<file path="src/rtl/match_resp_collector_pkg.sv">
// Shared parameters header for the match-response collector slice.
// Holds job-PE geometry, match-length width and the buffered response record.
package match_resp_collector_pkg;

    localparam int unsigned NUM_MATCH_PE_DEFAULT = 4;
    localparam int unsigned NUM_JOB_PE           = 4;
    // The id field is one bit wider than NUM_JOB_PE needs, so out-of-range ids can arrive and be flagged.
    localparam int unsigned NUM_JOB_PE_LOG2      = 3;
    localparam int unsigned MAX_MATCH_LEN_LOG2   = 5;
    localparam int unsigned LW                   = MAX_MATCH_LEN_LOG2 + 1;

    typedef struct packed {
        logic [NUM_JOB_PE_LOG2-1:0] job_pe_id;
        logic [7:0]                 tag;
        logic [LW-1:0]              match_len;
    } resp_t;

endpackage

</file>
<file path="src/rtl/match_resp_collector_rr_arbiter.sv">
// Round-robin arbiter: searches the request vector starting at an internal pointer and
// grants at most one requester; the pointer moves past the winner when the grant is taken.
module rr_arbiter #(
    parameter  int unsigned N  = 4,
    localparam int unsigned IW = $clog2(N)
) (
    input  logic          clk,
    input  logic          rst_n,
    input  logic [N-1:0]  req,
    input  logic          en,
    input  logic          accept,
    output logic [N-1:0]  grant,
    output logic [IW-1:0] grant_idx
);

    logic [IW-1:0] ptr;
    logic [IW-1:0] cand;
    logic          found;

    // N is a power of two, so the IW-bit add wraps the search naturally.
    always_comb begin
        grant     = '0;
        grant_idx = ptr;
        cand      = ptr;
        found     = 1'b0;
        for (int unsigned i = 0; i < N; i++) begin
            cand = ptr + IW'(i);
            if (!found && req[cand]) begin
                found     = 1'b1;
                grant_idx = cand;
            end
        end
        if (found && en) begin
            grant[grant_idx] = 1'b1;
        end
    end

    always_ff @(posedge clk or negedge rst_n) begin
        if (!rst_n) begin
            ptr <= '0;
        end else if (accept) begin
            ptr <= grant_idx + IW'(1);
        end
    end

endmodule

</file>
<file path="src/rtl/match_resp_collector.sv">
// Collects responses from the match PEs through a round-robin arbiter into a 2-entry
// in-order buffer and routes the head entry to its destination job PE.
module match_resp_collector
    import match_resp_collector_pkg::*;
#(
    parameter int unsigned NUM_MATCH_PE = NUM_MATCH_PE_DEFAULT
) (
    input  logic                                  clk,
    input  logic                                  rst_n,
    input  logic [NUM_MATCH_PE-1:0]               i_match_resp_valid,
    output logic [NUM_MATCH_PE-1:0]               o_match_resp_ready,
    input  logic [NUM_MATCH_PE*NUM_JOB_PE_LOG2-1:0] i_match_resp_job_pe_id,
    input  logic [NUM_MATCH_PE*8-1:0]             i_match_resp_tag,
    input  logic [NUM_MATCH_PE*LW-1:0]            i_match_resp_match_len,
    output logic [NUM_JOB_PE-1:0]                 o_job_resp_valid,
    input  logic [NUM_JOB_PE-1:0]                 i_job_resp_ready,
    output logic [7:0]                            o_job_resp_tag,
    output logic [LW-1:0]                         o_job_resp_match_len,
    output logic                                  o_err_bad_id
);

    localparam int unsigned PW = $clog2(NUM_MATCH_PE);

    logic [NUM_MATCH_PE-1:0] grant;
    logic [PW-1:0]           grant_idx;
    logic                    arb_en;
    logic                    push;
    logic                    pop;
    logic                    nonempty;
    logic                    head_bad;
    logic [1:0]              count;
    logic                    wr_ptr;
    logic                    rd_ptr;
    logic                    err_q;
    int unsigned             sel;
    resp_t                   mem [2];
    resp_t                   in_resp;
    resp_t                   head;

    // Ready is gated by reset directly so no grant is visible while rst_n is low.
    assign arb_en             = rst_n && (count < 2'd2);
    assign o_match_resp_ready = grant;
    assign push               = |(i_match_resp_valid & grant);

    rr_arbiter #(
        .N(NUM_MATCH_PE)
    ) u_rr_arbiter (
        .clk       (clk),
        .rst_n     (rst_n),
        .req       (i_match_resp_valid),
        .en        (arb_en),
        .accept    (push),
        .grant     (grant),
        .grant_idx (grant_idx)
    );

    assign sel = 32'(grant_idx);

    always_comb begin
        in_resp.job_pe_id = i_match_resp_job_pe_id[sel*NUM_JOB_PE_LOG2 +: NUM_JOB_PE_LOG2];
        in_resp.tag       = i_match_resp_tag[sel*8 +: 8];
        in_resp.match_len = i_match_resp_match_len[sel*LW +: LW];
    end

    assign head     = mem[rd_ptr];
    assign nonempty = (count != 2'd0);
    assign head_bad = (32'(head.job_pe_id) >= NUM_JOB_PE);

    always_comb begin
        o_job_resp_valid = '0;
        for (int unsigned j = 0; j < NUM_JOB_PE; j++) begin
            if (nonempty && !head_bad && (32'(head.job_pe_id) == j)) begin
                o_job_resp_valid[j] = 1'b1;
            end
        end
    end

    // A bad-id head is discarded without a handshake; otherwise only the addressed ready counts.
    assign pop = nonempty && (head_bad || |(o_job_resp_valid & i_job_resp_ready));

    assign o_job_resp_tag       = head.tag;
    assign o_job_resp_match_len = head.match_len;
    assign o_err_bad_id         = err_q;

    always_ff @(posedge clk or negedge rst_n) begin
        if (!rst_n) begin
            count  <= 2'd0;
            wr_ptr <= 1'b0;
            rd_ptr <= 1'b0;
            err_q  <= 1'b0;
        end else begin
            case ({push, pop})
                2'b10:   count <= count + 2'd1;
                2'b01:   count <= count - 2'd1;
                default: count <= count;
            endcase
            if (push) begin
                wr_ptr <= ~wr_ptr;
            end
            if (pop) begin
                rd_ptr <= ~rd_ptr;
            end
            if (pop && head_bad) begin
                err_q <= 1'b1;
            end
        end
    end

    always_ff @(posedge clk) begin
        if (push) begin
            mem[wr_ptr] <= in_resp;
        end
    end

endmodule
</file>
<file path="config.mk">
export PLATFORM = sky130hd
export DESIGN_NAME = match_resp_collector
export DESIGN_NICKNAME = d
export VERILOG_FILES = /design/src/rtl/match_resp_collector_pkg.sv /design/src/rtl/match_resp_collector_rr_arbiter.sv /design/src/rtl/match_resp_collector.sv
export SDC_FILE = /design/constraint.sdc
export NUM_CORES = 1
export LEC_CHECK = 0
export ABC_AREA = 1
export CAP_MARGIN = 10
export CORE_ASPECT_RATIO = 0.7
export CORE_MARGIN = 1.5
export CORE_UTILIZATION = 43
export DETAILED_ROUTE_END_ITERATION = 6
export PLACE_DENSITY = 0.83
export SLEW_MARGIN = 20
export SYNTH_ARGS = -nofsm -noshare
export SYNTH_HDL_FRONTEND = slang
export SYNTH_SLANG_ARGS = --single-unit
</file>
<file path="constraint.sdc">
create_clock -name clk -period 3.2 [get_ports clk]
set_input_delay 0.64 -clock clk [delete_from_list [all_inputs] [get_ports clk]]
set_output_delay 0.64 -clock clk [all_outputs]
set_load 0.005 [all_outputs]
</file>
Word level (Yosys, flattened, before mapping)
Memory sizes are Yosys's and may differ from the RTL's.
Cells that the tools add are included.
{"block": "word_totals", "mem_count": 1, "ramBits": 34, "regBits": 7}
{"block": "classes", "multipliers": 2, "n_reduce_logical": 23, "addsub": 6, "order_cmp": 8, "eq_ne": 5, "shift": 3, "bitwise_logic": 4, "mux": 25}
{"memory": "mem", "depth": 2, "width": 17, "rd": 1, "rd_clocked_by_memory_dff": 0, "wr": 1, "line": "match_resp_collector.sv:36", "text": "resp_t mem [2];"}
{"cell": "$shiftx A32 B6 Y8", "n": 1}
{"cell": "$shiftx A24 B6 Y6", "n": 1}
{"cell": "$lt A2 B3 Y1 const B", "n": 5}
{"cell": "$mux W1", "n": 15}
{"cell": "$logic_and A1 B1 Y1", "n": 13}
{"cell": "$shiftx A12 B5 Y3", "n": 1}
{"cell": "$and A4 B4 Y4", "n": 2}
{"cell": "$bmux W1 S2", "n": 4}
{"cell": "$mul A2 B2 Y4 const B", "n": 2}
{"cell": "$reduce_or A4 Y1", "n": 2}
{"cell": "$add A2 B1 Y2 const B", "n": 3}
{"cell": "$eq A3 B2 Y1 const B", "n": 2}
{"cell": "$mux W2", "n": 3}
{"cell": "$add A2 B2 Y2 const B", "n": 2}
{"cell": "$logic_not A1 Y1", "n": 4}
{"cell": "$mux W4", "n": 1}
{"cell": "$pmux W2 S2", "n": 1}
{"cell": "$reduce_bool A2 Y1", "n": 2}
{"cell": "$eq A3 B1 Y1 const B", "n": 1}
{"cell": "$ge A3 B3 Y1 const B", "n": 1}
{"cell": "$logic_not A3 Y1", "n": 1}
{"cell": "$demux W1 S2", "n": 1}
{"cell": "$eq A2 B1 Y1 const B", "n": 1}
{"cell": "$eq A2 B2 Y1 const B", "n": 1}
{"cell": "5 further kinds", "n": 6}

Depth between registers and ports, before layout
Gate-level depths: netlist of run 1.
{"block": "depth", "ltp_word": 21, "ltp_mapped": 15}

Cells and area by module
From an unflattened synthesis of run 1, not the netlist that was laid out.
{"block": "unflattened", "hier_cells": 341, "area_unflattened_um2": 2672.6}
{"module": "match_resp_collector", "cells_each": 247, "n_inst": 1, "area_per_inst_um2": 2155.8, "seq_area_each_um2": 1146.1}
{"module": "rr_arbiter", "cells_each": 94, "n_inst": 1, "area_per_inst_um2": 516.7, "seq_area_each_um2": 50.0}

Least setup slack after synthesis of run 1
Ideal clock, no wire load.
{"block": "synth_path", "path_type": "input-to-reg", "from": "input i_match_resp_valid[0]", "to": "memory mem[1][0] in the netlist's numbering, enable pin", "path_stages": 10, "arrival_ps": 2189, "required_ps": 2809, "setup_slack_ps": 620, "cell_sequence": "nand2_1 nand2_1 nand2_1 nand2_4 nor2_4 nand2_1 nor2_1 nor3_4 inv_1 nor2_1"}
{"block": "synth_via", "elab_chain_cells": 21}
{"item": "from (decl)", "line": "match_resp_collector.sv:10", "text": "input logic [NUM_MATCH_PE-1:0] i_match_resp_valid,"}
{"item": "$bmux W1 S2", "line": "match_resp_collector_rr_arbiter.sv:28", "text": "if (!found && req[cand]) begin"}
{"item": "$mux W1 (implied by the code)", "line": "match_resp_collector_rr_arbiter.sv:28"}
{"item": "$mux W1", "line": "match_resp_collector_rr_arbiter.sv:28"}
{"item": "$logic_not A1 Y1", "line": "match_resp_collector_rr_arbiter.sv:28"}
{"item": "$logic_and A1 B1 Y1", "line": "match_resp_collector_rr_arbiter.sv:28"}
{"item": "$mux W1", "line": "match_resp_collector_rr_arbiter.sv:28"}
{"item": "$logic_not A1 Y1", "line": "match_resp_collector_rr_arbiter.sv:28"}
{"item": "$logic_and A1 B1 Y1", "line": "match_resp_collector_rr_arbiter.sv:28"}
{"item": "[5 not listed]"}
{"item": "$logic_and A1 B1 Y1 (implied by the code)", "line": "match_resp_collector_rr_arbiter.sv:34", "text": "grant[grant_idx] = 1'b1;"}
{"item": "$mux W1 (implied by the code)", "line": "match_resp_collector_rr_arbiter.sv:34"}
{"item": "$demux W1 S2"}
{"item": "$mux W4", "line": "match_resp_collector_rr_arbiter.sv:33", "text": "if (found && en) begin"}
{"item": "$and A4 B4 Y4 (*)", "line": "match_resp_collector.sv:43", "text": "assign push = |(i_match_resp_valid & grant);"}
{"item": "$reduce_or A4 Y1 (*)", "line": "match_resp_collector.sv:43"}
{"item": "$mux W1 (*)", "line": "match_resp_collector.sv:110", "text": "if (push) begin"}
{"item": "$mux W1 (implied by the code) (*)", "line": "match_resp_collector.sv:111", "text": "mem[wr_ptr] <= in_resp;"}
{"item": "to (decl)", "line": "match_resp_collector.sv:36"}
Every way passes the cells marked *; elsewhere a longest branch is shown, timed or not. The select of a mux whose other input is x is not followed.

Worst setup path after layout of run 1
{"block": "layout_path", "from": "input i_match_resp_valid[3]", "to": "output o_match_resp_ready[2]"}
{"block": "layout_via", "elab_chain_cells": 17}
{"item": "$bmux W1 S2", "line": "match_resp_collector_rr_arbiter.sv:28"}
{"item": "$mux W1 (implied by the code)", "line": "match_resp_collector_rr_arbiter.sv:28"}
{"item": "$mux W1", "line": "match_resp_collector_rr_arbiter.sv:28"}
{"item": "$logic_not A1 Y1", "line": "match_resp_collector_rr_arbiter.sv:28"}
{"item": "$logic_and A1 B1 Y1", "line": "match_resp_collector_rr_arbiter.sv:28"}
{"item": "$mux W1", "line": "match_resp_collector_rr_arbiter.sv:28"}
{"item": "$logic_not A1 Y1", "line": "match_resp_collector_rr_arbiter.sv:28"}
{"item": "$logic_and A1 B1 Y1", "line": "match_resp_collector_rr_arbiter.sv:28"}
{"item": "$mux W1", "line": "match_resp_collector_rr_arbiter.sv:28"}
{"item": "$logic_not A1 Y1", "line": "match_resp_collector_rr_arbiter.sv:28"}
{"item": "$logic_and A1 B1 Y1", "line": "match_resp_collector_rr_arbiter.sv:28"}
{"item": "$mux W2", "line": "match_resp_collector_rr_arbiter.sv:28"}
{"item": "$lt A2 B3 Y1 (implied by the code) / $ge A2 B1 Y1 (equally long branches)", "line": "match_resp_collector_rr_arbiter.sv:34"}
{"item": "$logic_and A1 B1 Y1 (implied by the code)", "line": "match_resp_collector_rr_arbiter.sv:34"}
{"item": "$mux W1 (implied by the code)", "line": "match_resp_collector_rr_arbiter.sv:34"}
{"item": "$demux W1 S2"}
{"item": "$mux W4 (*)", "line": "match_resp_collector_rr_arbiter.sv:33"}
{"item": "to (decl)", "line": "match_resp_collector.sv:11", "text": "output logic [NUM_MATCH_PE-1:0] o_match_resp_ready,"}
Marked as above.

==> flow_summary_export.csv, run 1 <==
group,metric,value,unit
synthesis,yosysTopAreaCellShare,36.74,%
routing,num_vias,2781,
synthesis,yosys_warnings,0,
clock_network,postCtsHoldBufs,0,
worst_setup_path,crit_required,2.56,ns
synthesis,synthFlopType,"edfxtp_1",
worst_setup_path,cp_max_fo,5,
sta,worst_clock_skew,0.009412,ns
sta,rsz0062_at_grt,"true",
power,cellPowerDensity,1154,nW/µm²
synthesis,ys_types,31,
flow_run,drv_cap,0,
worst_setup_path,cp-start-kind,"input port",
worst_setup_path,reg2reg_from,"u_rr_arbiter.ptr[1]",
finish,antenna_cells,0,
routing,wirelength,7.258,mm
clock_network,cts_buffer_depth,2,
die,start_util,44.49,%
routing,initialDrtViolationCount,173,
placement,dp_slack,-0.09359,ns
worst_setup_path,setup.reg_to_reg.worst_slack,0.67,ns
finish,syn2layout_area_growth,46.42,%
clock_network,cts_sinks,41,
global_route,grt_usage,21.62,%
global_route,grt_overflow,0,
synthesis,avgSynthCellArea,7.144,µm²
global_route,grt_start_max_net_pins,33,
worst_setup_path,cp.arrival,2.50,ns
clock_network,root_buffer,"clkbuf_8",
worst_setup_path,rr_worst_depth,15,
routing,drcViolationCount,0,
worst_setup_path,path_class,"in -> out",
finish,layout-drive-gt1-share,11.93,%
synthesis,synth-seq-cells,41,
placement,portBuffers,100,
routing,wl_per_cell,12.49,µm
power,ir_drop,0.4238,mV
routing,via_per_inst,4.787,
worst_setup_path,endpoint_kind,"output pin",
routing,dr.pass1.iters,5,
status,status,"completed",
clock_network,tritoncts,"built",
clock_network,cts_buffers,5,
sta,finalCriticalPeriod,3.140,ns
global_route,grt_antenna_before_repair,0,
sta,worst_slack,0.05954,ns
synthesis,yosys.area.top_type,"edfxtp_1",
worst_setup_path,r2r_end,"mem[0][5]",
placement,dp_hpwl,5.724,mm
worst_setup_path,crit_start,"i_match_resp_valid[3]",
sta,tightest_slew,0.3700,ns
sta,slew_headroom,75.33,%
clock_network,h-tree-depth,2,
synthesis,synth_edf_count,34,
sta,hold_violations,0,
synthesis,synth_nets,468,
sta,period_share,98.14,%
synthesis,synth_area,2779,µm²
synthesis,synth_area_leaders,"edfxtp_1 37%, nand2_1 34%, dfrtp_1 6.3%",
power,power.leakage,1.963,nW
die,dieHeight,70.26,µm
sta,fmax,0.3184,GHz
worst_setup_path,endpoint,"o_match_resp_ready[2]",
placement,gp_congestion,0.9657,
min_path,worstHoldPathType,"reg -> reg",
die,num_rows,24,
synthesis,seq_area_frac_synth,43.04,%
clock_network,clk_pin_slew,0.08,ns
global_route,grt_pass1_wl,11.95,mm
die,pin_count,101,
sta,setup_viol,0,
finish,nets,581,
sta,maxSlewViolCount,0,
synthesis,synth-async-reset-ratio,17.07,%
global_route,grt_pass1_vias,2661,
die,die_x,99.09,µm
clock_network,clk-insertion-delay-late,0.30,ns
die,die_area,6962,µm²
finish,finish.utilization,65.14,%
die,coreArea,6246,µm²
synthesis,netlist_instances,389,
routing,ant_nets,0,
-- critical path, stage by stage --
cell and delay, ns:
clkdlybuf4s50_1 0.49, nand2_1 0.07, nand2_1 0.10, nand2_1 0.08, nand2_2 0.12, nand4_4 0.14
buf_4 0.18, buf_4 0.12, nand2_2 0.07, nand2_4 0.07, nor3_2 0.16, dlygate4sd2_1 0.25
-- kinds of logic (layout without fill, tap and decap cells) --
| kind of cell | after synthesis | after routing | share of synthesized area [%] |
|---|---|---|---|
| XOR/XNOR | 4 | 4 | 1.261 |
| flip-flops | 41 | 41 | 43.04 |
| buffers and inverters | 32 | 146 | 6.033 |
| AND/OR/NAND/NOR | 304 | 304 | 47.86 |
| adder cells (fa/ha/maj) | 1 | 1 | 0.4502 |
| AO/OA/AOI/OAI | 7 | 7 | 1.351 |
-- cell usage in the layout, fill, tap and decap left out, types with 4 or more instances in the layout --
cell type	instances
clkdlybuf4s50_1	93
dlygate4sd2_1	6
o21ai_0	5
nor2_1	11
inv_1	12
buf_4	20
nand2_1	250
nand2_4	4
nand2_2	9
edfxtp_1	34
nand3_2	6
dfrtp_1	6
inv_2	4
nand3_1	15
clkbuf_8	5
-- metal layers --
layer | up-vias | track usage [%] | wire, µm
met5 | - | 0 | 0
met4 | 0 | 4.695 | 64
met3 | 14 | 4.705 | 483
met2 | 113 | 36.63 | 3479
met1 | 1214 | 28.66 | 3230
li1 | 1440 | - | -
-- area by class of cell --
type	instances	area, µm²
Multi-Input combinational cell	316	1420
Sequential cell	41	1197
Inverter	18	70.07
Timing Repair Buffer	120	1146
Fill cell	544	2177
Clock inverter	3	68.82
Tap cell	78	97.59
Clock buffer	5	68.82
-- worst min-delay path by stage --
| stage | start | to | slack (ns) | cells past startpoint |
|---|---|---|---|---|
| final | o_err_bad_id | o_err_bad_id | 0.47 | 1 |
| after global routing | o_err_bad_id | o_err_bad_id | 0.50 | 1 |
| after CTS | o_err_bad_id | o_err_bad_id | 0.47 | 1 |
| after detailed placement | o_err_bad_id | o_err_bad_id | 0.46 | 1 |
| after global placement | o_err_bad_id | o_err_bad_id | 0.44 | 1 |
| after floorplan | rst_n | count[0] | 0.34 | 0 |
-- power breakdown --
part / switching [W] / total (W) / internal, W
combinational: 0.00189 / 0.00309 / 0.00120
clock: 0.000183 / 0.000497 / 0.000314
sequential: 0.000112 / 0.00111 / 0.000998
total: 0.00219 / 0.00470 / 0.00251
-- state kept, by name, summed over array words and instances, names as in the netlist --
name	count
mem	34
rd_ptr	1
wr_ptr	1
u_rr_arbiter.ptr	2
count	2
o_err_bad_id	1
-- stage by stage --
| step | hold WS, ns | setup TNS, ns | instance area [µm²] | cells | power [W] |
|---|---|---|---|---|---|
| CTS | 0.4748 | -0.04296 | 4036 | 577 | 0.004692 |
| global route | 0.5048 | -0.09769 | 4069 | 581 | 0.005124 |
| finish | 0.4653 | 0 | 4069 | 581 | 0.004695 |
| floorplan | 0.3444 | 0 | 2779 | 389 | 0.003179 |
| global placement | 0.4420 | -0.01441 | 3900 | 569 | 0.004072 |
| detailed placement | 0.4568 | -0.2225 | 3900 | 569 | 0.004199 |
-- repair_timing --
| action | 4_1_cts | 5_1_grt |
|---|---|---|
| pin swaps | 2 | 1 |
| setup buffers | 0 | 4 |
| gates resized for setup | 9 | 1 |
| setup endpoints to repair | 4 | 1 |
| cloned | 0 | 0 |
-- synth_stat cells (2+ instances only) --
cell / count
nand2_1: 250
edfxtp_1: 34
nand3_1: 16
inv_1: 13
nor2_1: 11
nand2_2: 9
dfrtp_1: 7
buf_4: 6
nand3_2: 5
o21ai_0: 5
nand2_4: 4
buf_2: 3
inv_2: 3
buf_6: 2
nand4_1: 2
nor3_2: 2
xnor2_1: 2
xor2_1: 2
Power figures use the tool's default switching activity.
==> run 2: changes to the inputs <==
- GPL_TIMING_DRIVEN: not set -> 1
==> results of run 2 <==
Final layout, timing and power as in run 1 (identical DEF).
